$ cat config.mk
export PLATFORM = sky130hd
export DESIGN_NAME = series_seq_ctrl
export DESIGN_NICKNAME = d
export VERILOG_FILES = /design/src/rtl/series_seq_ctrl.sv
export SDC_FILE = /design/constraint.sdc
export NUM_CORES = 1
export LEC_CHECK = 0
export CORE_MARGIN = 8
export CORE_UTILIZATION = 47
export CTS_CLUSTER_DIAMETER = 50
export DETAILED_ROUTE_END_ITERATION = 8
export MAX_ROUTING_LAYER = met4
export PLACE_DENSITY_LB_ADDON = 0.2
export SLEW_MARGIN = 20
export SYNTH_ARGS = -nofsm -noshare
export SYNTH_HDL_FRONTEND = slang
export SYNTH_SLANG_ARGS = --single-unit
$ cat constraint.sdc
create_clock -name clk -period 4.35 [get_ports clk]
set_input_delay 0.435 -clock clk [delete_from_list [all_inputs] [get_ports clk]]
set_output_delay 0.435 -clock clk [all_outputs]
set_load 0.02 [all_outputs]
$ cat src/rtl/series_seq_ctrl.sv
// ---------------------------------------------------------------------------
// series_seq_ctrl
//   Sequencing controller for the iterative series-evaluation datapath
//   (x register, term register, result register).
//   This controller owns the iteration counter. It takes a run-time term
//   count and exposes the iteration index, which addresses the coefficient
//   ROM.
//
//   Run sequence:
//     IDLE -> ARM (while start held) -> LOADX -> {TERM, ACC} x N -> DONE -> IDLE
//   When N == 0 the run goes LOADX -> DONE directly.
//
// Parameters
//   CNT_W     width of the counter, n_terms and iter_idx (max N = 2^CNT_W-1)
//
// Ports
//   clk       system clock, all state on rising edge
//   rst       asynchronous active-high reset
//   start     run request, level, press-then-release
//   n_terms   term count, latched while in ARM
//   mul_ack   multiplier result valid (only with SERIES_MUL_WAIT_EN)
//   ready     idle, accepts start
//   busy      run in progress
//   done      one-cycle end-of-run pulse
//   initx/ldx, initt/ldt, initr/ldr   datapath register strobes
//   s         datapath select: 0 = multiply path, 1 = add path
//   iter_idx  current iteration index
//
// Build option
//   SERIES_MUL_WAIT_EN  TERM waits for mul_ack; ldt is then asserted only
//                       in the acknowledged TERM cycle.
// ---------------------------------------------------------------------------
module series_seq_ctrl #(
    parameter int CNT_W = 4
) (
    input  logic             clk,
    input  logic             rst,
    input  logic             start,
    input  logic [CNT_W-1:0] n_terms,
`ifdef SERIES_MUL_WAIT_EN
    input  logic             mul_ack,
`endif
    output logic             ready,
    output logic             busy,
    output logic             done,
    output logic             initx,
    output logic             ldx,
    output logic             initt,
    output logic             ldt,
    output logic             initr,
    output logic             ldr,
    output logic             s,
    output logic [CNT_W-1:0] iter_idx
);

    localparam logic [2:0] S_IDLE  = 3'd0;
    localparam logic [2:0] S_ARM   = 3'd1;
    localparam logic [2:0] S_LOADX = 3'd2;
    localparam logic [2:0] S_TERM  = 3'd3;
    localparam logic [2:0] S_ACC   = 3'd4;
    localparam logic [2:0] S_DONE  = 3'd5;

    logic [2:0]       r_state;
    logic [CNT_W-1:0] r_cnt;
    logic [CNT_W-1:0] r_n;
    logic             w_last;
    logic             w_term_go;

    // The terminal compare happens before the increment, so the counter
    // stops at N-1 and never wraps, even when N = 2^CNT_W-1.
    always_comb begin
        w_last = (r_cnt == (r_n - CNT_W'(1)));
    end

`ifdef SERIES_MUL_WAIT_EN
    always_comb begin
        w_term_go = mul_ack;
    end
`else
    always_comb begin
        w_term_go = 1'b1;
    end
`endif

    always_ff @(posedge clk or posedge rst) begin
        if (rst) begin
            r_state <= S_IDLE;
            r_cnt   <= '0;
            r_n     <= '0;
        end else begin
            case (r_state)
                S_IDLE: begin
                    if (start) r_state <= S_ARM;
                end
                S_ARM: begin
                    // n_terms is re-sampled every ARM cycle, so the value
                    // kept is the one seen in the last ARM cycle.
                    r_cnt <= '0;
                    r_n   <= n_terms;
                    if (!start) r_state <= S_LOADX;
                end
                S_LOADX: begin
                    r_state <= (r_n == '0) ? S_DONE : S_TERM;
                end
                S_TERM: begin
                    if (w_term_go) r_state <= S_ACC;
                end
                S_ACC: begin
                    if (w_last) begin
                        r_state <= S_DONE;
                    end else begin
                        r_cnt   <= r_cnt + CNT_W'(1);
                        r_state <= S_TERM;
                    end
                end
                S_DONE: begin
                    r_state <= S_IDLE;
                end
                default: begin
                    r_state <= S_IDLE;
                end
            endcase
        end
    end

    // Outputs are a Moore decode of the state. The exception is ldt, which
    // also depends on mul_ack in the wait build. Because the state register
    // resets asynchronously, the strobes drop as soon as rst is asserted.
    always_comb begin
        ready = (r_state == S_IDLE);
        busy  = (r_state != S_IDLE);
        done  = (r_state == S_DONE);
        initx = (r_state == S_ARM);
        initt = (r_state == S_ARM);
        initr = (r_state == S_ARM);
        ldx   = (r_state == S_LOADX);
        ldt   = (r_state == S_TERM) && w_term_go;
        ldr   = (r_state == S_ACC);
        s     = (r_state == S_ACC);
        iter_idx = r_cnt;
    end

endmodule

After elaboration in Yosys (flattened, before gate mapping)
Index checks and enable logic that the tools add are counted.
{"block": "op_classes", "n_addsub": 2, "n_mul": 0, "n_div": 0, "n_lt_le_gt_ge": 0, "eq_ne": 9, "shifts": 0, "n_mux": 7, "n_bitwise": 0, "n_reduce_logical": 6}
{"op": "one-hot mux 3 bit (5 select lines)", "n": 1}
{"op": "two-way mux 3 bit", "n": 4}
{"op": "one-hot mux 4 bit (2 select lines)", "n": 1}
{"op": "== test 3 x 2 -> 1 bit (second input constant)", "n": 2}
{"op": "== test 3 bit (second input constant)", "n": 2}
{"op": "!= test 2 bit (second input constant)", "n": 3}
{"op": "adder 4 x 1 -> 4 bit (second input constant)", "n": 1}
{"op": "== test 4 bit", "n": 1}
{"op": "zero test 4 bit", "n": 1}
{"op": "two-way mux 4 bit", "n": 1}
{"op": "AND reduction 2 bit", "n": 2}
{"op": "subtractor 4 x 1 -> 4 bit (second input constant)", "n": 1}
{"op": "== test 3 x 1 -> 1 bit (second input constant)", "n": 1}
{"op": "zero test 3 bit", "n": 1}
{"op": "nonzero test 3 bit", "n": 1}
{"op": "nonzero test 2 bit", "n": 1}
{"block": "word_totals", "regBits": 11, "latchBits": 0, "ram_bits": 0, "rom_bits": 0, "in_bits": 7, "out_inout_bits": 14, "word_cells": 27, "n_memories": 0}

Logic depth before layout (Yosys ltp)
{"block": "depth", "ltp_word": 4, "ltp_mapped": 7, "depth_no_buf": 6}

Worst setup path after synthesis
No wires, ideal clock.
{"block": "synth_path", "path_type": "register -> output", "startpoint": "reg r_state[1]", "endpoint": "out initt", "t_arrival_ps": 1398, "required_ps": 3915, "setup_slack_ps": 2517, "stages_incl_launch_ff": 6, "n_path_buf": 3, "cell_sequence": "dfrtp_1 buf_6 or3b_2 buf_2 inv_2 buf_4"}
{"block": "synth_between", "elab_chain_cells": 1}
{"element": "start, declared", "line_no": "63", "text": "logic [2:0] r_state;"}
{"element": "start signal, assigned", "line_no": "103", "text": "r_state <= (r_n == '0) ? S_DONE : S_TERM;"}
{"element": "== test 3 x 1 -> 1 bit"}
{"element": "end, declared", "line_no": "48", "text": "output logic initt,"}
No other way between the ends.

Final worst setup path
{"block": "layout_path", "startpoint": "reg r_state[1]", "endpoint": "out initr"}
{"block": "layout_between", "elab_chain_cells": 1}
{"element": "== test 3 x 1 -> 1 bit", "line_no": "135", "text": "initr = (r_state == S_ARM);"}
{"element": "end, declared", "line_no": "50", "text": "output logic initr,"}
No other way between the ends.

==> flow_summary.json <==
{
  "start_kind": "flip-flop",
  "ys.flop_type": "dfrtp_1",
  "synth_cells": 90,
  "clkTransAtPathRegs_ns": 0.08,
  "num_vias": 676,
  "drive_gt1_share_pct": 6.54,
  "min_period_over_period_pct": 59.4,
  "path_max_fanout": 10,
  "nets": 118,
  "drc": 0,
  "power.leakage_uw": 0.000444,
  "num_rows": 14,
  "slowest_stage": "clkdlybuf4s50_1",
  "path_class": "flip-flop to primary output",
  "synth_edf_count": 0,
  "areaGrowthSynthToFinish_pct": 26.0,
  "cts_resized": 0,
  "clock_path_buffers": 2,
  "postCtsHoldBufs": 0,
  "syn_area_um2": 756,
  "r2r_start": "r_n[0]",
  "skew_ns": 0.00118,
  "path_buf_inv": 2,
  "synth_area_leader_cell": "dfrtp_1",
  "r2r_slack_ns": 2.67,
  "ys_seq_area_share_pct": 36.4,
  "crit_chain": "or3b_2 -> inv_2 -> clkdlybuf4s50_1",
  "grt_pass1_vias": 647,
  "power_density_nw_per_um2": 747,
  "grt_pass1_wl_um": 2950,
  "cp.arrival_ns": 2.15,
  "io-pin-count": 21,
  "synth_nets": 100,
  "viasPerCell": 5.50,
  "setup_tns_ns": 0,
  "synthArstFlopShare_pct": 100,
  "synthTopCellsByArea": "dfrtp_1 (36%), nand2_1 (6.5%), ha_1 (5.0%)",
  "critPathCaptureType": "primary output",
  "initial_core_util_pct": 50.2,
  "fmax_ghz": 0.387,
  "synth_common_cells": "nand2_1 (13), dfrtp_1 (11), inv_1 (8), nor2_1 (6), o21ai_0 (6)",
  "rsz0062_at_grt": "false",
  "wl_um": 1770,
  "period_needed_ns": 2.58,
  "grt_antenna_before_repair": 0,
  "fin_cells": 123,
  "portBuffers": 20,
  "cts_made_buffers": 3,
  "synth_seq_cells": 11,
  "overflow": 0,
  "fin_util_pct": 63.2,
  "required_ns": 3.91,
  "max-slew-margin-rel_pct": 71.6,
  "min_path_type": "input pin to async pin",
  "clock_latency_ns": 0.27,
  "hold_viol": 0,
  "routedWlPerCell_um": 14.4,
  "cp_top_family": "buffers and inverters",
  "drv_slew": 0,
  "die_area_um2": 3150,
  "synth_top_area_share_pct": 36.4,
  "die_h_um": 56.1,
  "post_cts_buffers": 0,
  "cts_tree": "built",
  "vdd_drop_max_v": 0.000400,
  "cts_root_buf": "clkbuf_4",
  "dp.cells": 119,
  "gp_congestion": 0.837,
  "grt_usage_pct": 11.6,
  "synth.distinct_cells": 30,
  "cts.sinks": 11,
  "grt_max_degree": 12,
  "post_synth.cell_area_avg_um2": 8.40,
  "reg2reg_depth": 6,
  "drt_pre_antenna_iters": 4,
  "yosysWarnings": 0,
  "synth.most_common_cell": "nand2_1",
  "dpl.hpwl_um": 1380,
  "antenna_left": 0,
  "die_w_um": 56.1,
  "core_area_um2": 1510,
  "diodes": 0,
  "status": "finished, final reports clean",
  "cap_violations": 0,
  "detailedRoute.firstIterationViolations": 21,
  "worst_slew_pin_slew_ns": 0.425,
  "cpPeakStageDelay_ns": 0.63,
  "worstReg2RegEnd": "iter_idx[0]",
  "cts_max_level": 1,
  "setup_violations": 0
}
## cells in the final DEF (no fill, tap or decap), types with 4 or more instances in the layout
| cell type | instances |
|---|---|
| nand2_1 | 13 |
| dfrtp_1 | 11 |
| nand3_1 | 4 |
| o21ai_0 | 6 |
| inv_1 | 8 |
| nor2_1 | 6 |
| clkdlybuf4s50_1 | 20 |
| nor3_1 | 4 |
## logic make-up (layout without fill, tap and decap cells)
logic type / Yosys count / in the layout / synth area share [%]
AOI/OAI and AO/OA: 16 / 16 / 12.7
buffers and inverters: 16 / 33 / 11.1
muxes: 2 / 2 / 2.65
DFF: 11 / 11 / 36.4
xor gates and xnor gates: 6 / 6 / 8.78
adders and majority gates: 3 / 3 / 4.97
and+or+nand+nor: 36 / 36 / 23.3
## worst reg2reg max path: stages (launching register included)
cell and delay (ns):
dfrtp_1 0.40, inv_1 0.09, ha_1 0.31, xor2_1 0.17, nand3_1 0.12, o21ai_0 0.30
mux2i_1 0.23
## how the worst max path moves through the flow
stage               startpoint  endpoint  slack, ns  cells past startpoint
finish              r_state[1]     initr       1.77                      3
global route        r_state[1]     initt       1.67                      3
CTS                 r_state[1]     initx       1.76                      3
detailed placement  r_state[1]     initx       2.07                      3
global placement    r_state[1]     initr       2.10                      3
floorplan           r_state[1]     initt       2.52                      5
## power by group
| part | switching (µW) | leakage, µW | internal, µW |
|---|---|---|---|
| clock network | 38.5 | 0.0000150 | 35.6 |
| registers | 58.6 | 0.000142 | 140 |
| logic | 252 | 0.000287 | 187 |
| total | 349 | 0.000444 | 362 |
## state kept, by name, summed over array words and instances, names as in the netlist
name / cells
iter_idx: 4
r_state: 3
r_n: 4
## final cells by class
| cell class | instances | area (µm²) |
|---|---|---|
| flip-flops and latches | 11 | 275 |
| fillers | 144 | 554 |
| repair buffers | 20 | 200 |
| inverters | 9 | 33.8 |
| clock buffers | 4 | 26.3 |
| well taps | 16 | 20.0 |
| multi-input cells | 63 | 397 |
## per-stage QoR
| stage | setup slack (ns) | hold WS, ns | instance area [µm²] | power, µW |
|---|---|---|---|---|
| detailed placement | 2.07 | 0.525 | 926 | 637 |
| floorplan | 2.52 | 0.287 | 756 | 512 |
| CTS | 1.76 | 0.473 | 952 | 713 |
| finish | 1.77 | 0.446 | 952 | 711 |
| global placement | 2.10 | 0.521 | 926 | 623 |
| global route | 1.67 | 0.495 | 952 | 768 |
## per-layer routing
metal  GRT usage [%]  vias up  routed length (µm)
met2            17.7       24                 800
met5               -        -                   0
met1            13.9      311                 842
met3            3.88        4                  97
li1                -      337                   -
met4            4.12        0                  34
Power figures use the tool's default switching activity.
==> patch 1, RTL diff (config.mk and constraints unchanged) <==
The option `SERIES_MUL_WAIT_EN` is turned on by a define.
--- a/src/rtl/series_seq_ctrl.sv
+++ b/src/rtl/series_seq_ctrl.sv
@@ -32,2 +32,4 @@
 // ---------------------------------------------------------------------------
+`define SERIES_MUL_WAIT_EN
+
 module series_seq_ctrl #(
Interface: changed (added mul_ack); port bits go from 21 to 22. No check against the original RTL was run, so the function may have changed too.
==> patch 1 against the original RTL <==
  * Highest routed layer unchanged
  * Synthesized cell count shrank 7.8%
  * Setup slack gained 0.044 ns
  * Power shrank 0.22%
  * Combinational power shrank 2%
  * Routed wire length shrank 6.8%
  * First-iteration DRC count shrank 76%
  * Design area grew 5.9%
  * Synthesized area grew 5.5%
  * Sequential cell count is the same
==> patch 1: results <==
set metrics [dict create \
    outcome "complete, no violations" \
    grt_max_degree 15 \
    nFillCells 149 \
    drive_above_1_share_pct 12.9 \
    drtIter0Drc 5 \
    p_leak_nw 0.451 \
    grt_use_total_pct 10.6 \
    grt_pass1_wl_mm 2.79 \
    wl_met2_um 793 \
    dp_hpwl_mm 1.31 \
    yosys-top-cells-count "11 x dfrtp_1, 7 x inv_1, 6 x nand2_1" \
    worst_skew_pair.late_latency_ns 0.26 \
    nets 113 \
    multiInputGateArea_um2 440 \
    synthCells 83 \
    cp.arrival_ns 2.10 \
    ctsRootBufferMaster "clkbuf_4" \
    hp-class "input pin to asynchronous set/reset pin" \
    syn_nets 94 \
    clockBufferDepth 2 \
    synthArstFlopShare_pct 100 \
    yosys-top-cells-area "dfrtp_1 35%, ha_1 4.7%, mux2_2 4.2%" \
    vias 654 \
    ctsResizeCount 0 \
    htreeDepth 1 \
    post-cts-setup-buffers 0 \
    ys_seq_area_share_pct 34.5 \
    slowest_stage "clkdlybuf4s50_1" \
    max_stage_delay_ns 0.63 \
    port_buffers 21 \
    p_switching_uw 324 \
    cts_buffers 3 \
    grt_antenna_before_repair 0 \
    placed_cell_area_um2 982 \
    place_congestion 0.761 \
    wl_met3_um 75 \
    clk_pin_slew_ns 0.07 \
    via_per_inst 5.54 \
    drt_pass1_iterations 4 \
    clock_skew_ns 0.000486 \
    wl_met1_um 763 \
    diodes 0 \
    cp_max_fo 13 \
    irDropWorstVdd_uv 453 \
    timing.slew.headroom_pct 63.2 \
    routed.top_layer "met4" \
    pre_cts_ws_ns 2.11 \
    yosysWarnings 0 \
    wl_mm 1.65 \
    ys_types 43 \
    grt_pass1_vias 631 \
]
patch 1: worst paths after layout:
check                      startpoint           to  slack [ns]  cells after the start
max                        r_state[0]        initx        1.81                      3
max reg2reg                r_state[0]  iter_idx[2]        2.59                      5
min                               rst   r_state[0]        0.47                      2
max in group asynchronous         rst  iter_idx[3]        3.58                      2
min in group clk               r_n[3]       r_n[3]        0.56                      1
min reg2reg                    r_n[3]       r_n[3]        0.56                      1
patch 1: logic make-up after synthesis:
kind of cell,after synthesis,synth area share (%)
AOI/OAI and AO/OA,16,15.5
xor gates and xnor gates,5,7.22
adders and majority gates,3,4.71
buffers and inverters,16,10.2
DFF,11,34.5
muxes,5,6.75
and+or+nand+nor,27,21.0
patch 1: per-layer routing:
layer / vias to the layer above / track usage [%]
li1: 331 / -
met1: 304 / 11.5
met2: 15 / 17.4
met3: 4 / 3.55
met4: 0 / 4.70
met5: - / -
patch 1: cell type report:
type	count	share of cell area, %
Inverter	9	3.47
Multi-Input combinational cell	56	43.7
Sequential cell	11	27.3
Tap cell	17	2.11
Timing Repair Buffer	21	20.8
Clock buffer	4	2.61
patch 1: worst max-delay path, delay by kind of cell (launching register included):
kind,cells,cell delay (ns)
buffers and inverters,2,0.80
DFF,1,0.55
and+or+nand+nor,1,0.47
patch 1: power by group through the flow:
stage	clock network [mW]	logic, mW	registers (mW)
after floorplan	0	0.351	0.179
after global placement	0	0.430	0.206
after detailed placement	0	0.433	0.211
after CTS	0.0728	0.434	0.208
after global routing	0.0777	0.466	0.217
final	0.0698	0.431	0.208
patch 1: metrics by stage:
stage | power [mW] | hold slack (ns)
final | 0.709 | 0.466
after global routing | 0.761 | 0.518
after CTS | 0.715 | 0.474
after detailed placement | 0.644 | 0.554
after global placement | 0.636 | 0.546
after floorplan | 0.530 | 0.287
==> patch 2, RTL diff (same settings) <==
Made on the original files. Reset style: synchronous (`rst`), changed in one clocked block. Comments in the files are not updated.
--- a/src/rtl/series_seq_ctrl.sv
+++ b/src/rtl/series_seq_ctrl.sv
@@ -84,3 +84,3 @@
 
-    always_ff @(posedge clk or posedge rst) begin
+    always_ff @(posedge clk) begin
         if (rst) begin
Check against the original RTL: differs if rst is asserted again (counterexample within 4 cycles, from zero or initial values and one cycle with rst high); with rst held inactive, the same outputs for 10 cycles.
==> patch 2 against the original RTL <==
  * Sequential cell count stayed put
  * Critical path depth stayed put
  * Global-route usage is 0.74 points lower
  * Routed wire length is 3.4% lower
  * Synthesized area is 3.8% higher
  * Via count is 7.7% higher
  * Maximum frequency is 7.1% higher
  * Die area is 2.7% higher
  * Design area is 3.9% higher
  * Setup slack better by 0.17 ns
  * Largest cell class unchanged
Power is not compared: it rests on default switching activity, and its combinational part moved more than twofold at a synthesized area within 25%.
==> patch 2: results <==
set metrics [dict create \
    grt_pass1_wl_mm 2.90 \
    grt_use_total_pct 10.9 \
    syn_nets 104 \
    synth_xor_area_share_pct 9.73 \
    wl_mm 1.71 \
    wl_met2_um 735 \
    synthAdderAreaFrac_pct 4.78 \
    wl_met3_um 169 \
    ys_types 37 \
    place_congestion 0.766 \
    stdcell_count 127 \
    vias 728 \
    timing.hold.ws_ns 0.533 \
    wl_met1_um 801 \
    hp-class "register to register" \
    synthMuxAreaShare_pct 3.83 \
    ys_seq_area_share_pct 28.1 \
    synth_compound_area_share_pct 17.1 \
    drt_pass1_iterations 5 \
    r2r-start "r_n[0]" \
    outcome "complete, no violations" \
    yosys-top-cells-area "dfxtp_1 28%, nor2_1 6.2%, ha_1 4.8%" \
    worstMarginPinSlew_ns 0.439 \
    final_core_util_pct 64.2 \
    synthCells 94 \
    nFillCells 142 \
    clock_skew_ns 0.00343 \
    cp.arrival_ns 1.98 \
    drtIter0Drc 23 \
    r2r-end "iter_idx[0]" \
    cp_max_fo 9 \
    grt_max_degree 14 \
    grt_pass1_vias 644 \
    placed_cell_area_um2 963 \
    pre_cts_ws_ns 2.23 \
]
==> patch 2: cell types whose count changed in the layout (fill, tap and decap cells not counted), moves of 3 or more <==
cell / unedited run / this run
dfxtp_1: 0 / 11
a21oi_1: 3 / 7
nor2_1: 6 / 13
o21ai_0: 6 / 2
nor3_1: 4 / 0
nand3_1: 4 / 1
dfrtp_1: 11 / 0
nand2_1: 13 / 3
o211ai_1: 3 / 0
nand2b_1: 0 / 3
==> patch 2: how the worst max path moves through the flow <==
stage                    start  end  slack (ns)  depth (start not counted)
CTS                 r_state[2]  ldr        1.94                          3
global route        r_state[2]  ldr        1.81                          3
floorplan           r_state[1]    s        2.68                          4
global placement    r_state[2]    s        2.26                          3
finish              r_state[2]    s        1.94                          3
detailed placement  r_state[2]  ldr        2.23                          3
==> patch 2: final cells by class <==
class,count,area share [%]
multi-input combinational,69,49.8
sequential,11,22.3
timing repair buffer,21,21.0
clock buffer,4,2.65
inverter,6,2.28
tap,16,2.02
==> patch 2: worst max-delay path, cell delays in order, from the launching register on <==
cell and delay [ns]:
dfxtp_1 0.48, or3b_1 0.41, inv_1 0.18, clkdlybuf4s50_1 0.64
==> patch 2: logic make-up after synthesis <==
kind of cell	after synthesis
flops	11
fa+ha+maj	3
mux	3
buf+inv	14
simple gates	37
compound gates	19
xor+xnor	7
==> patch 2: power groups by stage <==
stage	clock, mW	sequential, mW	combinational, mW
finish	0.0710	0.110	0.0662
global route	0.0779	0.111	0.0724
CTS	0.0726	0.110	0.0666
detailed placement	0	0.112	0.0664
global placement	0	0.112	0.0653
floorplan	0	0.109	0.0477
==> patch 2: layer usage <==
layer / track usage [%] / up-vias
met5: - / -
met4: 2.01 / 0
met3: 5.17 / 2
met2: 16.1 / 39
met1: 13.2 / 325
li1: - / 362
